## src/rtl/effect_chain_controller.sv

```systemverilog
// rtl/effect_chain_controller.sv - click-free effect enable switching with fade-out/settle/fade-in
// Optional preset slots are compiled in with `define EFFECT_CHAIN_CTRL_PRESET_EN.
module effect_chain_controller #(
  parameter int RAMP_STEPS     = 64,
  parameter int SETTLE_SAMPLES = 32
) (
  input  logic               clk,
  input  logic               rst,
  input  logic               sample_tick,
  input  logic               cmd_valid,
  output logic               cmd_ready,
  input  logic [1:0]         cmd_op,
  input  logic [9:0]         cmd_data,
  output logic               cmd_err,
  output logic [8:0]         enable_mask,
  output logic               global_enable,
  output logic [15:0]        fade_gain,
  input  logic signed [15:0] in_sample,
  output logic signed [15:0] out_sample,
  output logic               busy
);

  localparam logic [2:0] S_IDLE     = 3'd0;
  localparam logic [2:0] S_FADE_OUT = 3'd1;
  localparam logic [2:0] S_SWITCH   = 3'd2;
  localparam logic [2:0] S_SETTLE   = 3'd3;
  localparam logic [2:0] S_FADE_IN  = 3'd4;

  localparam logic [1:0] OP_SET    = 2'b00;
  localparam logic [1:0] OP_TOGGLE = 2'b01;
  localparam logic [1:0] OP_STORE  = 2'b10;
  localparam logic [1:0] OP_LOAD   = 2'b11;

  localparam logic [15:0] GAIN_UNITY  = 16'h8000;
  localparam logic [15:0] GAIN_STEP   = 16'(32768 / RAMP_STEPS);
  localparam logic [15:0] SETTLE_LAST = 16'((SETTLE_SAMPLES > 0) ? (SETTLE_SAMPLES - 1) : 0);
  localparam logic [9:0]  MASK_RESET  = 10'h200;

  logic [2:0]         state;
  logic [9:0]         target;
  logic [15:0]        settle_cnt;
  logic [9:0]         current_mask;
  logic [9:0]         cmd_target;
  logic               accept;
  logic               cmd_fade;
  logic signed [32:0] product;

`ifdef EFFECT_CHAIN_CTRL_PRESET_EN
  logic [9:0] preset [4];
`endif

  assign current_mask = {global_enable, enable_mask};
  assign cmd_ready    = (state == S_IDLE);
  assign busy         = (state != S_IDLE);
  assign accept       = cmd_valid && cmd_ready;

  // Gain is treated as a positive 17-bit value so 0x8000 multiplies as +1.0.
  assign product = $signed({{17{in_sample[15]}}, in_sample}) * $signed({17'b0, fade_gain});

  always_comb begin
    cmd_target = current_mask;
    cmd_fade   = 1'b0;
    case (cmd_op)
      OP_SET:    cmd_target = cmd_data;
      OP_TOGGLE: cmd_target = current_mask ^ cmd_data;
`ifdef EFFECT_CHAIN_CTRL_PRESET_EN
      OP_LOAD:   cmd_target = preset[cmd_data[1:0]];
`endif
      default:   cmd_target = current_mask;
    endcase
`ifdef EFFECT_CHAIN_CTRL_PRESET_EN
    cmd_fade = (cmd_op != OP_STORE) && (cmd_target != current_mask);
`else
    cmd_fade = !cmd_op[1] && (cmd_target != current_mask);
`endif
  end

  always_ff @(posedge clk) begin
    if (rst) begin
      state         <= S_FADE_IN;
      fade_gain     <= 16'h0000;
      enable_mask   <= 9'h000;
      global_enable <= 1'b1;
      out_sample    <= 16'sd0;
      cmd_err       <= 1'b0;
      settle_cnt    <= 16'h0000;
      target        <= MASK_RESET;
`ifdef EFFECT_CHAIN_CTRL_PRESET_EN
      for (int i = 0; i < 4; i++) preset[i] <= MASK_RESET;
`endif
    end else begin
      cmd_err <= 1'b0;
      if (sample_tick) out_sample <= 16'(product >>> 15);

      case (state)
        S_IDLE: begin
          if (accept) begin
`ifdef EFFECT_CHAIN_CTRL_PRESET_EN
            if (cmd_op == OP_STORE) preset[cmd_data[1:0]] <= current_mask;
`else
            if (cmd_op[1]) cmd_err <= 1'b1;
`endif
            if (cmd_fade) begin
              target <= cmd_target;
              state  <= S_FADE_OUT;
            end
          end
        end

        S_FADE_OUT: begin
          if (fade_gain == 16'h0000) begin
            state <= S_SWITCH;
          end else if (sample_tick) begin
            if (fade_gain <= GAIN_STEP) begin
              fade_gain <= 16'h0000;
              state     <= S_SWITCH;
            end else begin
              fade_gain <= fade_gain - GAIN_STEP;
            end
          end
        end

        S_SWITCH: begin
          {global_enable, enable_mask} <= target;
          settle_cnt                   <= 16'h0000;
          state                        <= S_SETTLE;
        end

        S_SETTLE: begin
          if (SETTLE_SAMPLES == 0) begin
            state <= S_FADE_IN;
          end else if (sample_tick) begin
            if (settle_cnt == SETTLE_LAST) begin
              settle_cnt <= 16'h0000;
              state      <= S_FADE_IN;
            end else begin
              settle_cnt <= settle_cnt + 16'h0001;
            end
          end
        end

        S_FADE_IN: begin
          if (fade_gain >= GAIN_UNITY) begin
            fade_gain <= GAIN_UNITY;
            state     <= S_IDLE;
          end else if (sample_tick) begin
            // Saturate at unity so the ramp can never overshoot or wrap.
            if (fade_gain >= GAIN_UNITY - GAIN_STEP) begin
              fade_gain <= GAIN_UNITY;
              state     <= S_IDLE;
            end else begin
              fade_gain <= fade_gain + GAIN_STEP;
            end
          end
        end

        default: state <= S_IDLE;
      endcase
    end
  end

endmodule

```

## config.mk

```make
export PLATFORM = sky130hd
export DESIGN_NAME = effect_chain_controller
export DESIGN_NICKNAME = d
export VERILOG_FILES = /design/src/rtl/effect_chain_controller.sv
export SDC_FILE = /design/constraint.sdc
export NUM_CORES = 1
export LEC_CHECK = 0
export CORE_MARGIN = 1.5
export CORE_UTILIZATION = 61
export CTS_CLUSTER_DIAMETER = 100
export CTS_CLUSTER_SIZE = 24
export DETAILED_ROUTE_END_ITERATION = 10
export GPL_TIMING_DRIVEN = 0
export PLACE_DENSITY = 0.86
export SLEW_MARGIN = 20
export SYNTH_ARGS = -nofsm -noshare
export SYNTH_HDL_FRONTEND = slang
export SYNTH_SLANG_ARGS = --single-unit
```

## constraint.sdc

```tcl
create_clock -name clk -period 9.5 [get_ports clk]
set_input_delay 2.85 -clock clk [delete_from_list [all_inputs] [get_ports clk]]
set_output_delay 2.85 -clock clk [all_outputs]
set_load 0.01 [all_outputs]
```

# Word-level counts from Yosys, hierarchy flattened

Cells that the tools add are included.

Register bits: 72
Bits of input ports: 32
Output and inout bits: 45
Word-level logic and storage cells: 72

$add $sub $neg: 3
Multipliers: 1
Order comparisons: 3
Equal/unequal tests: 17
Muxes and demuxes: 23
Bitwise logic cells: 3
Reduce and logical (&&, ||, !) cells: 14

Operators with widths:

| operator                                                                              | number |
|---|---|
| 16-bit 2-to-1 mux                                                                     | 8 |
| 16-bit one-hot mux with 2 select lines                                                | 2 |
| 16-bit by 17-bit multiplier with 31-bit output                                        | 1 |
| 3-bit 2-to-1 mux                                                                      | 10 |
| 10-bit one-hot mux with 2 select lines                                                | 1 |
| 16-bit by 1-bit adder with 16-bit output, second input constant                       | 1 |
| 16-bit by 10-bit adder with 16-bit output, second input constant                      | 1 |
| 16-bit by 5-bit == test with 1-bit output, second input constant                      | 1 |
| 16-bit by 15-bit greater-or-equal comparator with 1-bit output, second input constant | 1 |
| 16-bit greater-or-equal comparator, second input constant                             | 1 |
| 16-bit by 10-bit less-or-equal comparator with 1-bit output, second input constant    | 1 |
| 16-bit zero test                                                                      | 1 |
| 16-bit by 10-bit subtractor with 16-bit output, second input constant                 | 1 |
| 3-bit one-hot mux with 5 select lines                                                 | 1 |
| 3-bit inequality test, second input constant                                          | 4 |
| 10-bit inequality test                                                                | 1 |
| 10-bit XOR                                                                            | 1 |
| 2-bit inequality test, second input constant                                          | 4 |
| 8-bit AND reduction                                                                   | 1 |
| 3-bit by 2-bit == test with 1-bit output, second input constant                       | 2 |
| 2-bit by 1-bit inequality test with 1-bit output, second input constant               | 2 |
| 4-bit AND reduction                                                                   | 1 |
| 2-bit nonzero test                                                                    | 2 |
| 3-bit by 1-bit == test with 1-bit output, second input constant                       | 1 |
| other kinds (12)                                                                      | 14 |

# Logic depth before layout (Yosys ltp)

Depth after elaboration: 7
Mapped depth: 23
Depth with buffers taken out: 20

# Least setup slack after synthesis

No wires, ideal clock.

Path type: input to register
From: input port in_sample[4]
To: register out_sample[9]
Setup time: 0.134 ns
Arrival time: 7.780 ns
Data required time: 9.366 ns
Setup slack: 1.586 ns
Stages on the path: 18
Buffers on the path: 0
Path through: and2_1 > fa_1 > inv_1 > fa_1 > fa_1 > inv_1 > fa_1 > fa_1 > inv_1 > fa_1 > inv_1 > ha_1 > o211ai_1 > nor2_1 > o21ai_1 > a22oi_1 > a31oi_1 > or4_1

Longest elaborated chain between the ends: 1

Ends and longest elaborated chain:

| item                                           | line | text |
|---|---|---|
| start: declaration                             | 18   | `input logic signed [15:0] in_sample,` |
| 16-bit by 17-bit multiplier with 31-bit output | 58   | `assign product = $signed({{17{in_sample[15]}}, in_sample}) * $signed({17'b0, fade_gain});` |
| end signal: assignment                         | 93   | `if (sample_tick) out_sample <= 16'(product >>> 15);` |
| end: declaration                               | 19   | `output logic signed [15:0] out_sample,` |

No other way between the ends.
A chain may end at the register's enable or synchronous reset.

# Worst setup path after layout

From: input port in_sample[1]
To: register out_sample[9]

Same word-level chain as after synthesis.

==> impl_metrics.tcl <==
set metrics [dict create \
    start_kind "primary input" \
    finalInstanceArea_um2 11400 \
    grt_pass1_wl_mm 38.3 \
    grt_max_degree 11 \
    core_area_um2 15800 \
    die_w_um 130 \
    drv_cap 0 \
    worst-slew-pin-transition_ns 0.702 \
    yosysTopAreaCell "fa_1" \
    syn_avg_cell_area_um2 8.53 \
    status "complete, no violations" \
    detail_route.wl_per_cell_um 14.6 \
    synth_area_leaders "fa_1 29%, ha_1 14%, dfxtp_1 13%, inv_1 7.6%, nand2_1 4.4%" \
    num_rows 46 \
    worstSetupPathType "primary input to flip-flop" \
    drc 0 \
    reg2reg_depth 20 \
    initial_core_util 0.620 \
    synth_top_family_by_area "adder cells" \
    rsz0062_at_grt "false" \
    synth_most_common_cell "inv_1" \
    htreeDepth 3 \
    wirelength_mm 22.4 \
    ys_async_sr_fraction 0 \
    ys_seq_area_frac 0.128 \
    clkPwrFrac 0.133 \
    synthDistinctLibCells 68 \
    hold_path.class "flip-flop to flip-flop" \
    synth_compound_area_frac 0.131 \
    p_int_uw 1290 \
    fin_tns_setup_ns 0 \
    cts_setup_buffers 0 \
    layout-drive-gt1-share 0.0335 \
    setup_violations 0 \
    stdcell_count 1529 \
    synth_area_um2 9820 \
    num_antenna_cells 0 \
    synthMuxAreaShare 0.00510 \
    synth_fa_ha_area_frac 0.428 \
    worstHoldStart "target[4]" \
    synthCells 1151 \
    hold_viol_final 0 \
    r2r-end "out_sample[9]" \
    clk_pin_slew_ns 0.05 \
    synth-simple-area-share 0.175 \
    synth_xor_area_frac 0.0303 \
    critical-path-top-delay-family "adder cells" \
    cts_buffers 9 \
    fin_ws_ns 0.829 \
    die-height_um 130 \
    leakage_uw 0.00544 \
    syn_to_final_growth_pct 15.7 \
    hold_buffers 0 \
    cts_tree "yes" \
    ys_top_cells_by_count "198 x inv_1, 140 x fa_1, 115 x nand2_1" \
    fmax_mhz 115 \
    fin_nets 1592 \
    ys_warn_count 0 \
    placed_cells 1513 \
    clock_path_buffers 2 \
    cts.sinks 63 \
    critPathBufInv 4 \
    dr_total_vias 8330 \
    p_seq_frac 0.120 \
    pre_cts_ws_ns 0.555 \
    path_common_cell "fa_1" \
    crit_arrival_ns 8.87 \
    power_switching_uw 1270 \
    drt_first_pass_iters 5 \
    fin_skew_ns 0.00566 \
    layout_min_cycle_time_ns 8.67 \
    ys.flop_type "dfxtp_1" \
    crit_chain "clkdlybuf4s50_1 > nand2_1 > fa_1 > fa_1 > fa_1 > inv_1 > fa_1 > fa_1 > inv_1 > fa_1 > inv_1 > ha_1 > o211ai_1 > nor2_1 > o21ai_1 > a22oi_1 > a31oi_1 > or4_1" \
    yosys.area.top_type_share 0.285 \
    cts_resized 0 \
    synth_seq_cells 63 \
    worstPathMaxFanout 7 \
    gp_congestion 0.930 \
    cts_root_buf "clkbuf_16" \
    combPwrFrac 0.747 \
    grt_usage 0.283 \
    via_per_inst 5.45 \
    holdPathStages 2 \
    grt-ovfl-total 0 \
    detail-route-antenna-nets 0 \
    synth_edf_count 0 \
    cp_slowest_cell "clkdlybuf4s50_1" \
    maxSlewHeadroom 0.531 \
    power_uw 2560 \
    maxSlewViolCount 0 \
    pin_count 77 \
    drt-initial-drc-count 577 \
    crit-reg2reg-launch "fade_gain[12]" \
    finalCritPeriodShare 0.913 \
    min_to "enable_mask[4]" \
    end_kind "flip-flop" \
    worstPathRequired_ns 9.70 \
    numPortBuffers 66 \
    dieArea_um2 16900 \
    slowest_delay_ns 0.65 \
    power_density_nw_per_um2 225 \
    rrSetupSlack_ns 2.53 \
    vdd_drop_max_v 0.000252 \
    clk_latency_ns 0.33 \
    placed_area_um2 11100 \
    p_sw_frac 0.496 \
    antenna_found_initial 0 \
    dpl.hpwl_mm 18.2 \
    grt_pass1_vias 8482 \
]
area by class of cell:
type                            count  area [µm²]
Multi-Input combinational cell    917        7870
Fill cell                        1207        4470
Sequential cell                    63        1260
Inverter                          200         751
Timing Repair Buffer               66         661
Clock buffer                       14         274
Tap cell                          216         270
Buffer                             51         241
Clock inverter                      2        37.5
metrics by stage:
step | hold WS (ns) | utilization
after detailed placement | 0.443 | 0.698
final | 0.449 | 0.718
after global placement | 0.435 | 0.698
after floorplan | 0.431 | -
after global routing | 0.471 | 0.718
after CTS | 0.450 | 0.718
registers in the layout, summed over array words and instances, names as in the netlist:
register       cells
fade_gain          7
target            10
cmd_err            1
out_sample        16
global_enable      1
enable_mask        9
settle_cnt        16
state              3
layout by cell type, fill, tap and decap left out, types with 12 or more instances in the layout:
cell and instances:
fa_1 140, nand4_1 12, nand2_1 115, dfxtp_1 63
xnor2_1 15, and2_1 63, clkbuf_1 33, a21oi_1 69
a21o_1 13, clkdlybuf4s50_1 66, nor2_1 55, o21ai_0 23
nor2b_1 12, o21ai_1 24, nand3_1 18, ha_1 112
xor2_1 19, inv_1 198, o211ai_1 12, conb_1 82
kinds of logic (layout without fill, tap and decap cells):
| group | after synthesis | after routing |
|---|---|---|
| AND/OR/NAND/NOR | 339 | 339 |
| adder cells (fa/ha/maj) | 252 | 252 |
| buffers and inverters | 251 | 333 |
| AO/OA/AOI/OAI | 205 | 205 |
| flip-flops | 63 | 63 |
| XOR/XNOR | 34 | 34 |
| multiplexers | 5 | 5 |
| other | 2 | 82 |
worst max path at each step:
stage | startpoint | to | slack (ns) | cells after the start
2_1_floorplan | in_sample[4] | out_sample[9] | 1.59 | 18
3_3_place_gp | in_sample[4] | out_sample[9] | 0.58 | 19
3_5_place_dp | in_sample[4] | out_sample[9] | 0.56 | 19
4_1_cts | in_sample[4] | out_sample[9] | 0.88 | 19
5_1_grt | in_sample[1] | out_sample[14] | 0.54 | 19
6_report | in_sample[1] | out_sample[9] | 0.83 | 18
worst reg2reg max path, stage by stage (launching register included):
cell and delay, ns:
dfxtp_1 0.33, buf_2 0.20, clkbuf_1 0.44, clkbuf_1 0.48, nand2_1 0.16, fa_1 0.53, fa_1 0.48, fa_1 0.55
inv_1 0.06, fa_1 0.50, fa_1 0.56, inv_1 0.06, fa_1 0.53, inv_1 0.04, ha_1 0.30, o211ai_1 0.11
nor2_1 0.24, o21ai_1 0.11, a22oi_1 0.46, a31oi_1 0.15, or4_1 0.54
per-layer routing:
metal | global-route usage | up-vias | wire [µm] | part of all wire
met5 | 0 | - | 0 | 0
met4 | 0.0732 | 0 | 472 | 0.021
met3 | 0.0291 | 51 | 1060 | 0.047
met2 | 0.519 | 250 | 11600 | 0.52
met1 | 0.357 | 4084 | 9230 | 0.41
li1 | - | 3945 | - | -
power by group through the flow:
stage          clock network, µW  logic, µW  registers [µW]
2_1_floorplan                  0       1450             316
3_3_place_gp                   0       1810             312
3_5_place_dp                   0       1860             312
4_1_cts                      340       1880             307
5_1_grt                      353       2200             309
6_report                     340       1910             307
No activity file was read; power rests on OpenSTA's default activity.
